--- config.mk ---
export PLATFORM = sky130hd
export DESIGN_NAME = int_seq
export DESIGN_NICKNAME = d
export VERILOG_FILES = /design/src/rtl/cpu_pkg.sv /design/src/rtl/int_seq.sv
export SDC_FILE = /design/constraint.sdc
export NUM_CORES = 1
export LEC_CHECK = 0
export BUFFER_PORTS_ARGS = -buffer_cell sky130_fd_sc_hd__buf_2
export CAP_MARGIN = 0
export CELL_PAD_IN_SITES_DETAIL_PLACEMENT = 0
export CELL_PAD_IN_SITES_GLOBAL_PLACEMENT = 1
export CORE_ASPECT_RATIO = 1.4
export CORE_MARGIN = 3
export CORE_UTILIZATION = 37
export CTS_BUF_LIST = sky130_fd_sc_hd__clkbuf_8
export CTS_CLUSTER_DIAMETER = 30
export DETAILED_ROUTE_END_ITERATION = 8
export PLACE_DENSITY_LB_ADDON = 0.05
export SLEW_MARGIN = 25
export SYNTH_ARGS = -nofsm -noshare
export SYNTH_HDL_FRONTEND = slang
export SYNTH_SLANG_ARGS = --single-unit
export TNS_END_PERCENT = 30
--- constraint.sdc ---
create_clock -name clk -period 2.5 [get_ports clk]
set_input_delay 0.75 -clock clk [delete_from_list [all_inputs] [get_ports clk]]
set_output_delay 0.75 -clock clk [all_outputs]
set_load 0.02 [all_outputs]
--- src/rtl/cpu_pkg.sv ---
// Shared CPU definitions.
// Holds the interrupt-sequencer state encoding, the stack page base and the
// hardware vector addresses, plus a helper that forms a stack-page address.
package cpu_pkg;

  localparam logic [15:0] STACK_BASE = 16'h0100;
  localparam logic [15:0] NMI_VEC    = 16'hfffa;
  localparam logic [15:0] RST_VEC    = 16'hfffc;
  localparam logic [15:0] IRQ_VEC    = 16'hfffe;

  typedef enum logic [2:0] {
    IDLE     = 3'd0,
    PUSH_PCH = 3'd1,
    PUSH_PCL = 3'd2,
    PUSH_P   = 3'd3,
    VEC_LO   = 3'd4,
    VEC_HI   = 3'd5,
    LOAD     = 3'd6
  } int_state_e;

  // Stack address for the k-th push below sp; the 8-bit offset wraps
  // inside the stack page (8'h00 - 1 = 8'hff).
  function automatic logic [15:0] stack_addr(input logic [15:0] base,
                                             input logic [7:0]  sp_val,
                                             input logic [1:0]  k);
    logic [7:0] off;
    off = sp_val - {6'b0, k};
    return base | {8'h00, off};
  endfunction

endpackage

--- src/rtl/int_seq.sv ---
// int_seq: interrupt / BRK entry sequencer.
// On an instruction boundary with a pending hardware event or a decoded BRK,
// pushes PCH, PCL and P onto the stack page, fetches the 16-bit vector and
// hands it to the PC with one-cycle pc_load / set_i / int_handled pulses.
//
// Ports
//   clk, reset          clock, asynchronous active-high reset
//   start, brk          instruction boundary, BRK decoded
//   int_evnt            pending NMI/RST/IRQ
//   int_is_rst          pending event is reset (pushes become dummy reads)
//   int_addr            vector address of the pending event
//   pc, p, sp           current CPU registers
//   rdy, rdata          bus ready and read data
//   bus_addr/wdata/we   bus request
//   sp_dec              decrement sp (one pulse per completed push)
//   pc_load, pc_new     load fetched vector into PC
//   set_i, int_handled  set P.I, acknowledge the interrupt block
//   busy                sequence in progress
//   dbg_state           current FSM state
//
// Handshake: a bus cycle completes on a rising edge where rdy=1; while rdy=0
// the state, bus request and latches hold and no pulse is emitted.
module int_seq #(
  parameter logic [15:0] STACK_BASE = cpu_pkg::STACK_BASE,
  parameter logic [15:0] BRK_VEC    = cpu_pkg::IRQ_VEC
) (
  input  logic                 clk,
  input  logic                 reset,
  input  logic                 start,
  input  logic                 brk,
  input  logic                 int_evnt,
  input  logic                 int_is_rst,
  input  logic [15:0]          int_addr,
  input  logic [15:0]          pc,
  input  logic [7:0]           p,
  input  logic [7:0]           sp,
  input  logic                 rdy,
  input  logic [7:0]           rdata,
  output logic [15:0]          bus_addr,
  output logic [7:0]           bus_wdata,
  output logic                 bus_we,
  output logic                 sp_dec,
  output logic                 pc_load,
  output logic [15:0]          pc_new,
  output logic                 set_i,
  output logic                 int_handled,
  output logic                 busy,
  output cpu_pkg::int_state_e  dbg_state
);
  import cpu_pkg::*;

  int_state_e  state_q;
  logic [15:0] pc_q;
  logic [7:0]  p_q;
  logic [7:0]  sp_q;
  logic        brk_q;
  logic        rst_q;
  logic [15:0] vec_q;
  logic        vec_valid_q;
  logic        vec_int_q;
  logic [15:0] pc_new_q;
  logic        pc_load_q;
  logic        set_i_q;
  logic        int_handled_q;

  logic [15:0] vec_d;
  logic [7:0]  p_push;

  // The vector is chosen on the first VEC_LO cycle, so an NMI that shows up
  // while the pushes are running can still redirect the sequence.
  assign vec_d  = vec_valid_q ? vec_q : (int_evnt ? int_addr : BRK_VEC);
  assign p_push = {p_q[7:6], 1'b1, brk_q, p_q[3:0]};

  always_ff @(posedge clk or posedge reset) begin
    if (reset) begin
      state_q       <= IDLE;
      pc_q          <= '0;
      p_q           <= '0;
      sp_q          <= '0;
      brk_q         <= 1'b0;
      rst_q         <= 1'b0;
      vec_q         <= '0;
      vec_valid_q   <= 1'b0;
      vec_int_q     <= 1'b0;
      pc_new_q      <= '0;
      pc_load_q     <= 1'b0;
      set_i_q       <= 1'b0;
      int_handled_q <= 1'b0;
    end else begin
      pc_load_q     <= 1'b0;
      set_i_q       <= 1'b0;
      int_handled_q <= 1'b0;
      case (state_q)
        IDLE: begin
          if (start && (int_evnt || brk)) begin
            pc_q        <= pc;
            p_q         <= p;
            sp_q        <= sp;
            brk_q       <= brk;
            rst_q       <= int_is_rst;
            vec_valid_q <= 1'b0;
            state_q     <= PUSH_PCH;
          end
        end
        PUSH_PCH: if (rdy) state_q <= PUSH_PCL;
        PUSH_PCL: if (rdy) state_q <= PUSH_P;
        PUSH_P:   if (rdy) state_q <= VEC_LO;
        VEC_LO: begin
          if (!vec_valid_q) begin
            vec_q       <= vec_d;
            vec_int_q   <= int_evnt;
            vec_valid_q <= 1'b1;
          end
          if (rdy) begin
            pc_new_q[7:0] <= rdata;
            state_q       <= VEC_HI;
          end
        end
        VEC_HI: begin
          if (rdy) begin
            pc_new_q[15:8] <= rdata;
            pc_load_q      <= 1'b1;
            set_i_q        <= 1'b1;
            int_handled_q  <= vec_int_q;
            state_q        <= LOAD;
          end
        end
        LOAD:    state_q <= IDLE;
        default: state_q <= IDLE;
      endcase
    end
  end

  // Bus request follows the current state; reset also clears the idle
  // address, which otherwise mirrors pc.
  always_comb begin
    bus_addr  = '0;
    bus_wdata = '0;
    bus_we    = 1'b0;
    sp_dec    = 1'b0;
    case (state_q)
      IDLE: bus_addr = reset ? 16'h0000 : pc;
      PUSH_PCH: begin
        bus_addr  = stack_addr(STACK_BASE, sp_q, 2'd0);
        bus_wdata = pc_q[15:8];
        bus_we    = !rst_q;
        sp_dec    = rdy;
      end
      PUSH_PCL: begin
        bus_addr  = stack_addr(STACK_BASE, sp_q, 2'd1);
        bus_wdata = pc_q[7:0];
        bus_we    = !rst_q;
        sp_dec    = rdy;
      end
      PUSH_P: begin
        bus_addr  = stack_addr(STACK_BASE, sp_q, 2'd2);
        bus_wdata = p_push;
        bus_we    = !rst_q;
        sp_dec    = rdy;
      end
      VEC_LO:  bus_addr = vec_d;
      VEC_HI:  bus_addr = vec_q + 16'd1;
      LOAD:    bus_addr = vec_q + 16'd1;
      default: bus_addr = '0;
    endcase
  end

  assign pc_load     = pc_load_q;
  assign set_i       = set_i_q;
  assign int_handled = int_handled_q;
  assign pc_new      = pc_new_q;
  assign busy        = (state_q != IDLE);
  assign dbg_state   = state_q;

endmodule
==> metrics.yaml <==
status: "finished, violations left"
violations: "negative setup slack"
clk_transition_reported_paths_ps: 80
port_buffers: 109
syn_area_um2: 4040
drcViolationCount: 0
n_antenna_cell: 0
nFillCells: 998
clock-sinks: 71
powerDensity_nw_per_um2: 1450
mostFrequentLayoutCell: "buf_2"
timing.fmax_mhz: 368
area_growth_pct: 39.5
vias: 3548
syn_nets: 473
antenna_found_initial: 0
cts_tree: "done"
fin_crit_sh: 1.09
routed_via_density: 5.11
dr.first_iter.drc_count: 126
die_area_um2: 12200
crit_fanout: 6
grt_max_degree: 43
cp-end-kind: "output pin"
grt_pass1_wl_um: 18900
clkLatencyLatePin_ps: 360
grt_pass1_vias: 3589
maxSlewHeadroom: 0.606
critical_path_class: "flop to output pin"
grt_setup_unrepaired: "true"
dp_hpwl_um: 8770
maxCapViolCount: 0
postCtsHoldBufs: 0
setup-violations-final: 16
syn_inst: 406
rows: 44
crit_arrival_ps: 1960
ir_drop_uv: 552
die_w_um: 94.3
worst_ep_required_time_ps: 1750
start_util: 0.384
ant_nets: 0
grt-ovfl-total: 0
die-height_um: 130
gp_congestion: 0.790
cts-root-buf: "clkbuf_8"
core_um2: 10500
fin_ws_ps: -214
period_needed_ps: 2710
hold_slack_ps: 488
synth_area_leader_cell: "dfrtp_1"
synth_warnings: 0
yosysTopAreaCellShare: 0.440
fin_tns_setup_ps: -2530
final-seq-area_um2: 1780
ys_seq_elements: 71
routed_wl_um: 11700
final_cell_mix: "buf_2, dfrtp_1, buf_4, mux2_1"
leakage_nw: 2.53
cts_buffers: 9
final_nets: 619
worst_pin_slew_ps: 592
drive_gt1_frac: 0.463
clock_path_buffers: 2
worst_setup_path_start_kind: "flop"
netlist_top_cells_area: "dfrtp_1, mux2_1, mux2_2"
avgSynthCellArea_um2: 9.95
slew_viol_final: 0
clock_skew_ps: 9.26
cts_max_level: 3
grt_use_total: 0.202
ioPinCount: 112
hold_path_class: "flop to flop"
drtPass1Iterations: 4
wl_per_cell_um: 16.8
seq_area_frac_synth: 0.440
finalHoldViolations: 0
multi_input_comb_area_um2: 2340
synth_cell_type_count: 48
## Yosys cell counts (all sizes together)
cell,number
dfrtp,71
mux2,53
nor2,34
o21ai,33
nand2,29
a21oi,20
a22oi,19
buf,17
nor2b,17
clkbuf,13
nand3,12
xnor2,12
inv,9
xor2,8
nor3b,6
nor4,5
and2,4
ha,4
nand4,4
nor3,4
a2bb2oi,3
nand2b,3
o211ai,3
o221ai,3
a211oi,2
a221oi,2
mux2i,2
nand3b,2
nor4b,2
or2,2
a21o,1
a221o,1
a32o,1
a32oi,1
nand4b,1
o2bb2ai,1
o31a,1
or3,1
## state kept, by name, indices dropped and copies added, names as in the netlist
register and flops:
brk_q 1, sp_q 8, pc_q 16, vec_valid_q 1, set_i 1, p_q 6
vec_int_q 1, dbg_state 3, rst_q 1, int_handled 1, pc_new 16, vec_q 16
## metal layers
metal  up-vias  share of wire  global-route usage
li1       1735              -                   -
met1      1721           0.44               0.264
met2        78           0.51               0.335
met3        14          0.041              0.0366
met4         0          0.016              0.0680
met5         -              0                   0
## critical path, cell delays in order, from the launching register on
cell     delay [ps]
dfrtp_2         480
or3_4           380
nor2_4          130
buf_6           130
buf_6           120
a22oi_1          80
o21ai_1         120
buf_4           170
## report_power, final
part | switching, mW | internal [mW]
Clock | 0.487 | 0.572
Sequential | 0.464 | 1.71
Combinational | 2.68 | 2.28
Total | 3.63 | 4.56
## metrics by stage
stage / utilization / worst slack (ps) / total power [mW] / cells / area (um^2)
CTS: 0.518 / -257 / 7.86 / 689 / 5450
finish: 0.536 / -214 / 8.19 / 695 / 5630
detailed placement: 0.469 / -106 / 6.29 / 663 / 4930
global route: 0.536 / -285 / 8.78 / 695 / 5630
global placement: 0.469 / -85.3 / 6.23 / 663 / 4930
floorplan: - / -24.9 / 4.84 / 406 / 4050
## area by class of cell
cell class | count | area share
clock inverters | 7 | 0.0180
clock buffers | 9 | 0.0220
multi-input cells | 296 | 0.415
inverters | 9 | 0.00666
flip-flops and latches | 71 | 0.316
repair buffers | 165 | 0.191
well taps | 138 | 0.0306
## worst paths after layout
path,start,to,slack (ps),cells after the start
max in group asynchronous,reset,vec_q[2],1460,3
worst min-delay path,p_q[0],p_q[0],490,1
worst max-delay path,dbg_state[1],bus_addr[10],-210,7
worst max register to register,dbg_state[1],pc_q[14],460,4
worst min register to register,p_q[0],p_q[0],490,1
min in group asynchronous,reset,pc_q[8],550,3
## cell families after synthesis
group	after synthesis	share of synthesized area
and+or+nand+nor	126	0.162
AOI/OAI and AO/OA	91	0.143
DFF	71	0.440
muxes	55	0.153
buffers and inverters	39	0.0468
xor gates and xnor gates	20	0.0434
adders and majority gates	4	0.0124
## what timing repair did
item | in CTS | in global routing
endpoints found under the setup margin | 24 | 24
resized for setup | 56 | 34
pin swaps | 17 | 9
setup buffers | 10 | 6
Power figures use the tool's default switching activity.
